### src/rtl/lsu.sv
// Load/store unit: turns one core load/store into a single req/gnt/rvalid bus
// access and returns the sign- or zero-extended load result for writeback.
module lsu #(
    parameter int XLEN = 32
) (
    input  logic              clock,
    input  logic              reset,
    input  logic              lsu_valid,
    output logic              lsu_ready,
    input  logic              lsu_read,
    input  logic              lsu_write,
    input  logic [2:0]        lsu_funct3,
    input  logic [XLEN-1:0]   lsu_addr,
    input  logic [XLEN-1:0]   lsu_wdata,
    output logic [XLEN-1:0]   lsu_rdata,
    output logic              lsu_done,
    output logic              lsu_err,
    output logic              mem_req,
    output logic              mem_we,
    output logic [XLEN-1:0]   mem_addr,
    output logic [XLEN/8-1:0] mem_wstrb,
    output logic [XLEN-1:0]   mem_wdata,
    input  logic              mem_gnt,
    input  logic              mem_rvalid,
    input  logic [XLEN-1:0]   mem_rdata
);

    typedef enum logic [1:0] {IDLE, REQ, RESP, DONE} state_t;

    state_t      state_r, state_s;
    logic        is_read_r, is_read_s;
    logic [2:0]  funct3_r, funct3_s;
    logic [1:0]  addr_lo_r, addr_lo_s;
    logic [31:0] rdata_r, rdata_s;
    logic        done_r, done_s;
    logic        err_r, err_s;
    logic        req_r, req_s;
    logic        we_r, we_s;
    logic [31:0] addr_r, addr_s;
    logic [3:0]  wstrb_r, wstrb_s;
    logic [31:0] wdata_r, wdata_s;

    // Illegal funct3 for the direction, or a half/word not naturally aligned.
    function automatic logic access_bad(input logic rd, input logic [2:0] f3, input logic [1:0] lo);
        case (f3)
            3'b000:         access_bad = 1'b0;
            3'b001:         access_bad = lo[0];
            3'b010:         access_bad = |lo;
            3'b100, 3'b101: access_bad = !rd || (f3[0] && lo[0]);
            default:        access_bad = 1'b1;
        endcase
    endfunction

    function automatic logic [3:0] store_strb(input logic [2:0] f3, input logic [1:0] lo);
        case (f3[1:0])
            2'b00:   store_strb = 4'b0001 << lo;
            2'b01:   store_strb = lo[1] ? 4'b1100 : 4'b0011;
            default: store_strb = 4'b1111;
        endcase
    endfunction

    function automatic logic [31:0] store_data(input logic [2:0] f3, input logic [31:0] wd);
        case (f3[1:0])
            2'b00:   store_data = {4{wd[7:0]}};
            2'b01:   store_data = {2{wd[15:0]}};
            default: store_data = wd;
        endcase
    endfunction

    function automatic logic [31:0] load_data(input logic [2:0] f3, input logic [1:0] lo,
                                              input logic [31:0] rd);
        logic [7:0]  b;
        logic [15:0] h;
        case (lo)
            2'b00:   b = rd[7:0];
            2'b01:   b = rd[15:8];
            2'b10:   b = rd[23:16];
            default: b = rd[31:24];
        endcase
        h = lo[1] ? rd[31:16] : rd[15:0];
        case (f3)
            3'b000:  load_data = {{24{b[7]}}, b};
            3'b001:  load_data = {{16{h[15]}}, h};
            3'b100:  load_data = {24'd0, b};
            3'b101:  load_data = {16'd0, h};
            default: load_data = rd;
        endcase
    endfunction

    // State and registered outputs.
    always_ff @(posedge clock) begin
        if (reset) begin
            state_r   <= IDLE;
            is_read_r <= 1'b0;
            funct3_r  <= 3'd0;
            addr_lo_r <= 2'd0;
            rdata_r   <= 32'd0;
            done_r    <= 1'b0;
            err_r     <= 1'b0;
            req_r     <= 1'b0;
            we_r      <= 1'b0;
            addr_r    <= 32'd0;
            wstrb_r   <= 4'd0;
            wdata_r   <= 32'd0;
        end else begin
            state_r   <= state_s;
            is_read_r <= is_read_s;
            funct3_r  <= funct3_s;
            addr_lo_r <= addr_lo_s;
            rdata_r   <= rdata_s;
            done_r    <= done_s;
            err_r     <= err_s;
            req_r     <= req_s;
            we_r      <= we_s;
            addr_r    <= addr_s;
            wstrb_r   <= wstrb_s;
            wdata_r   <= wdata_s;
        end
    end

    // Next-state and next-output logic; bus fields hold until the grant.
    always_comb begin
        state_s   = state_r;
        is_read_s = is_read_r;
        funct3_s  = funct3_r;
        addr_lo_s = addr_lo_r;
        rdata_s   = rdata_r;
        done_s    = 1'b0;
        err_s     = 1'b0;
        req_s     = req_r;
        we_s      = we_r;
        addr_s    = addr_r;
        wstrb_s   = wstrb_r;
        wdata_s   = wdata_r;
        case (state_r)
            IDLE: begin
                if (lsu_valid && (lsu_read || lsu_write)) begin
                    is_read_s = lsu_read;
                    funct3_s  = lsu_funct3;
                    addr_lo_s = lsu_addr[1:0];
                    if (access_bad(lsu_read, lsu_funct3, lsu_addr[1:0])) begin
                        state_s = DONE;
                        done_s  = 1'b1;
                        err_s   = 1'b1;
                    end else begin
                        state_s = REQ;
                        req_s   = 1'b1;
                        we_s    = !lsu_read;
                        addr_s  = {lsu_addr[31:2], 2'b00};
                        wstrb_s = lsu_read ? 4'd0 : store_strb(lsu_funct3, lsu_addr[1:0]);
                        wdata_s = lsu_read ? 32'd0 : store_data(lsu_funct3, lsu_wdata);
                    end
                end else begin
                    state_s = IDLE;
                end
            end
            REQ: begin
                if (mem_gnt) begin
                    req_s = 1'b0;
                    if (is_read_r) begin
                        state_s = RESP;
                    end else begin
                        state_s = DONE;
                        done_s  = 1'b1;
                    end
                end else begin
                    state_s = REQ;
                end
            end
            RESP: begin
                if (mem_rvalid) begin
                    rdata_s = load_data(funct3_r, addr_lo_r, mem_rdata);
                    state_s = DONE;
                    done_s  = 1'b1;
                end else begin
                    state_s = RESP;
                end
            end
            DONE: begin
                state_s = IDLE;
            end
            default: begin
                state_s = IDLE;
            end
        endcase
    end

    assign lsu_ready = (state_r == IDLE) && !reset;
    assign lsu_rdata = rdata_r;
    assign lsu_done  = done_r;
    assign lsu_err   = err_r;
    assign mem_req   = req_r;
    assign mem_we    = we_r;
    assign mem_addr  = addr_r;
    assign mem_wstrb = wstrb_r;
    assign mem_wdata = wdata_r;

endmodule

### config.mk
export PLATFORM = sky130hd
export DESIGN_NAME = lsu
export DESIGN_NICKNAME = d
export VERILOG_FILES = /design/src/rtl/lsu.sv
export SDC_FILE = /design/constraint.sdc
export NUM_CORES = 1
export LEC_CHECK = 0
export BUFFER_PORTS_ARGS = -buffer_cell sky130_fd_sc_hd__buf_2
export CAP_MARGIN = 20
export CORE_MARGIN = 1.5
export CORE_UTILIZATION = 51
export DETAILED_ROUTE_END_ITERATION = 6
export PLACE_DENSITY_LB_ADDON = 0.08
export SLEW_MARGIN = 20
export SYNTH_ARGS = -nofsm -noshare
export SYNTH_HDL_FRONTEND = slang
export SYNTH_SLANG_ARGS = --single-unit
### constraint.sdc
create_clock -name clock -period 3.05 [get_ports clock]
set_input_delay 0 -clock clock [delete_from_list [all_inputs] [get_ports clock]]
set_output_delay 0 -clock clock [all_outputs]
set_load 0.01 [all_outputs]
==> impl_table.tex <==
\begin{tabular}{lr}
\hline
Metric & Value \\
\hline
\multicolumn{2}{l}{\textbf{Clock tree}} \\
Worst-path clk slew & 110 ps \\
H-tree depth & 3 \\
Clock tree from TritonCTS & done \\
TritonCTS buffer count & 9 \\
CTS Root Cell & sky130\_fd\_sc\_hd\_\_clkbuf\_8 \\
Skew-Pair Late Insertion Delay & 380 ps \\
Number of clock sinks seen by CTS & 110 \\
Maximum number of buffers from clock root to sink & 2 \\
\multicolumn{2}{l}{\textbf{Timing}} \\
Slew Limit Fails & 0 \\
Setup Total Neg Slack & 0 ps \\
Fmax & 443 MHz \\
Worst rel slew slack & 38.8\% \\
Post-route clock period utilization & 74.0\% \\
Minimum clock period after layout & 2260 ps \\
Final hold viol count & 0 \\
Transition time at the pin with the least slew margin & 912 ps \\
Unrepaired setup endpoints after global routing & no \\
Setup Skew & 13.5 ps \\
Setup Viol. Count Final & 0 \\
Post-route worst hold slack & 18.9 ps \\
\multicolumn{2}{l}{\textbf{Global route}} \\
GR Layer Usage met1 & 36.5\% \\
Busiest grt layer & met2 \\
Wire length of the first global-routing pass & 23.6 mm \\
Maximum number of pins on one net before global-route repair & 52 \\
Grt total ovfl & 0 \\
Initial antenna violation count & 0 \\
GR met2 Demand/Resource & 48.9\% \\
Met3 capacity usage during global routing & 6.13\% \\
Total global-route track usage & 29.2\% \\
Via count of the first global-routing pass & 4,959 \\
\multicolumn{2}{l}{\textbf{Detailed routing}} \\
Routed wire length & 15.0 mm \\
Avg WL per Cell & 16.3 um \\
Count of vias placed by the detailed router & 5,111 \\
First DRT Iteration DRCs & 235 \\
Number of antenna-violating nets in the routed design & 0 \\
Length of the first detailed-routing pass in iterations & 5 \\
Drc violations & 0 \\
Vias/cell & 5.59 \\
\multicolumn{2}{l}{\textbf{Run}} \\
Max-cap violations & 0 \\
\multicolumn{2}{l}{\textbf{Floorplan}} \\
Number of rows created at floorplan & 35 \\
Placeable core area & 9150 um2 \\
Die H & 99.9 um \\
Starting density of the core & 52.3\% \\
Die Outline Area & 9980 um2 \\
Die W & 99.9 um \\
Top-level I/O count & 211 \\
\multicolumn{2}{l}{\textbf{Worst setup path}} \\
Data arrival time of the critical path & 2480 ps \\
Cells along the critical path & buf\_4, mux4\_2, and3\_4, o31ai\_4, a211oi\_1 \\
Element type at the critical path start & flip-flop \\
Kind of cell adding the most delay to the critical path & compound AO/OA/AOI/OAI gates \\
CP max stage delay & 610 ps \\
Crit path required time & 3280 ps \\
Worst Setup Path Type & flip-flop to flip-flop \\
Critical path buffers and inverters & 1 \\
Maximum fanout along the worst path & 20 \\
Kind of end point of the critical path & flip-flop \\
Highest-delay cell along the critical path & sky130\_fd\_sc\_hd\_\_o31ai\_4 \\
\multicolumn{2}{l}{\textbf{Final layout}} \\
Final Util & 75.2\% \\
Fraction of layout instances using a drive strength above 1 & 32.6\% \\
Area added between synthesis and finish & 43.6\% \\
Antenna diode instance count & 0 \\
Count of nets after finishing & 905 \\
\multicolumn{2}{l}{\textbf{Synthesis}} \\
Largest area contributor in the synthesized netlist & sky130\_fd\_sc\_hd\_\_dfxtp\_1 \\
Share of flip-flops with an asynchronous set or reset & 0\% \\
Unique masters post-synth & 41 \\
Post-synth EDFFs & 0 \\
Most frequent cell after synthesis & sky130\_fd\_sc\_hd\_\_dfxtp\_1 \\
Synthesized-area fraction occupied by ao, oa, aoi and oai cells & 25.9\% \\
Simple-gate portion of the synthesized area & 13.4\% \\
Most used DFF post-synth & sky130\_fd\_sc\_hd\_\_dfxtp\_1 \\
Mean instance size in the synthesized netlist & 9.02 um2 \\
Area share of fa/ha/maj cells after synthesis & 0\% \\
Fraction of synthesized cell area taken by the top area cell type & 46.0\% \\
Number of standard cells after synthesis & 531 \\
Xor-xnor portion of the synthesized cell area & 0\% \\
Share of cell area taken by muxes after synthesis & 9.19\% \\
Yosys reg bits & 110 \\
Cell types occupying the most area after synthesis & sky130\_fd\_sc\_hd\_\_dfxtp\_1, sky130\_fd\_sc\_hd\_\_a21oi\_1, sky130\_fd\_sc\_hd\_\_mux2i\_1, sky130\_fd\_sc\_hd\_\_o21ai\_0, sky130\_fd\_sc\_hd\_\_nand2\_1 \\
Post-synth design cell area & 4790 um2 \\
Dominant combinational cell family by area after synthesis & compound AO/OA/AOI/OAI gates \\
Sequential element share of the synthesized area & 46.0\% \\
Commonest cells in the netlist & sky130\_fd\_sc\_hd\_\_dfxtp\_1, sky130\_fd\_sc\_hd\_\_a21oi\_1, sky130\_fd\_sc\_hd\_\_nand2\_1, sky130\_fd\_sc\_hd\_\_o21ai\_0, sky130\_fd\_sc\_hd\_\_clkbuf\_1 \\
Yosys Warn Count & 0 \\
\multicolumn{2}{l}{\textbf{Pwr}} \\
Peak supply drop & 0.253 mV \\
Overall power after layout & 0.00307 W \\
Power density relative to cell area & 447 nW/um2 \\
Leakage power summed over all cells & 2.98 nW \\
\multicolumn{2}{l}{\textbf{Place}} \\
Port Buffers & 208 \\
HPWL reported at the end of detailed placement & 9.52 mm \\
Placer Congestion & 0.859 \\
\multicolumn{2}{l}{\textbf{Worst hold path}} \\
Type of the worst min-delay path & input port to flip-flop \\
\multicolumn{2}{l}{\textbf{Run status}} \\
Status & completed \\
\hline
\end{tabular}
[state kept, by name, summed over array words and instances (netlist names)]
name and cells:
state_r 2, funct3_r 3, lsu_err 1, is_read_r 1, addr_lo_r 2, mem_wstrb 4, lsu_done 1, mem_req 1
mem_wdata 32, mem_addr 30, mem_we 1, lsu_rdata 32
[worst reg2reg max path, delay by kind of cell, from the launching register on]
kind,cells,cell delay (ps)
multiplexers,1,570
AND/OR/NAND/NOR,1,210
flip-flops,1,320
AO/OA/AOI/OAI,2,780
buffers and inverters,1,240
[power by group]
group	internal (W)	leakage, nW	total (W)	switching (W)
Sequential	0.00151	0.892	0.00155	0.0000415
Combinational	0.000300	1.99	0.000660	0.000361
Clock	0.000318	0.0914	0.000865	0.000548
[kinds of logic after synthesis]
logic type      Yosys count
mux                      41
buf+inv                  55
compound gates          190
other cells               1
simple gates            134
flops                   110
[repair_timing]
item / CTS / global route
hold endpoints to repair: 89 / 0
buffers inserted: 0 / 0
gates resized for setup: 0 / 0
hold buffers: 88 / 0
[per-stage QoR]
stage	area [um2]	instances	setup slack, ps
finish	6880	915	793
global route	6880	915	649
CTS	6880	915	782
detailed placement	5810	811	795
global placement	5810	811	871
floorplan	4790	532	1300
[per-layer routing]
layer	wire, um	share of wire (%)
met1	6200	41
met2	7160	48
met3	1010	6.7
met4	588	3.9
met5	0	0
[path summary, 6_finish.rpt]
check,from,endpoint,slack (ps),depth (start not counted)
min reg2reg,lsu_rdata[3]$_SDFFE_PP0P_,lsu_rdata[3]$_SDFFE_PP0P_,470,2
min,mem_rdata[1],lsu_rdata[1]$_SDFFE_PP0P_,20,3
max reg2reg,addr_lo_r[1]$_SDFFE_PP0P_,lsu_rdata[21]$_SDFFE_PP0P_,790,5
max,addr_lo_r[1]$_SDFFE_PP0P_,lsu_rdata[21]$_SDFFE_PP0P_,790,5
[cell type report]
| type | instances | area (um2) |
|---|---|---|
| clock buffers | 9 | 124 |
| clock inverters | 7 | 66.3 |
| fillers | 680 | 2270 |
| inverters | 4 | 15.0 |
| multi-input cells | 367 | 2330 |
| flip-flops and latches | 110 | 2200 |
| well taps | 111 | 139 |
| repair buffers | 307 | 2000 |
[cells in the final DEF (no fill, tap or decap), drive strengths merged, types with 2 or more instances in the layout]
cell type | netlist | layout
a22o | 16 | 16
nor3 | 2 | 2
mux2 | 14 | 14
a211oi | 18 | 18
nand2b | 11 | 11
mux2i | 26 | 26
o21ai | 47 | 47
conb | 1 | 2
clkbuf | 35 | 9
a21oi | 63 | 63
nor2 | 21 | 21
nand2 | 61 | 61
o221ai | 8 | 8
dfxtp | 110 | 110
a21o | 8 | 8
buf | 16 | 219
clkinv | 0 | 2
nand3 | 30 | 30
nor4 | 2 | 2
dlygate4sd3 | 0 | 88
clkinvlp | 0 | 2
a31oi | 2 | 2
o2bb2ai | 20 | 20
inv | 4 | 7
Power figures use the tool's default switching activity.
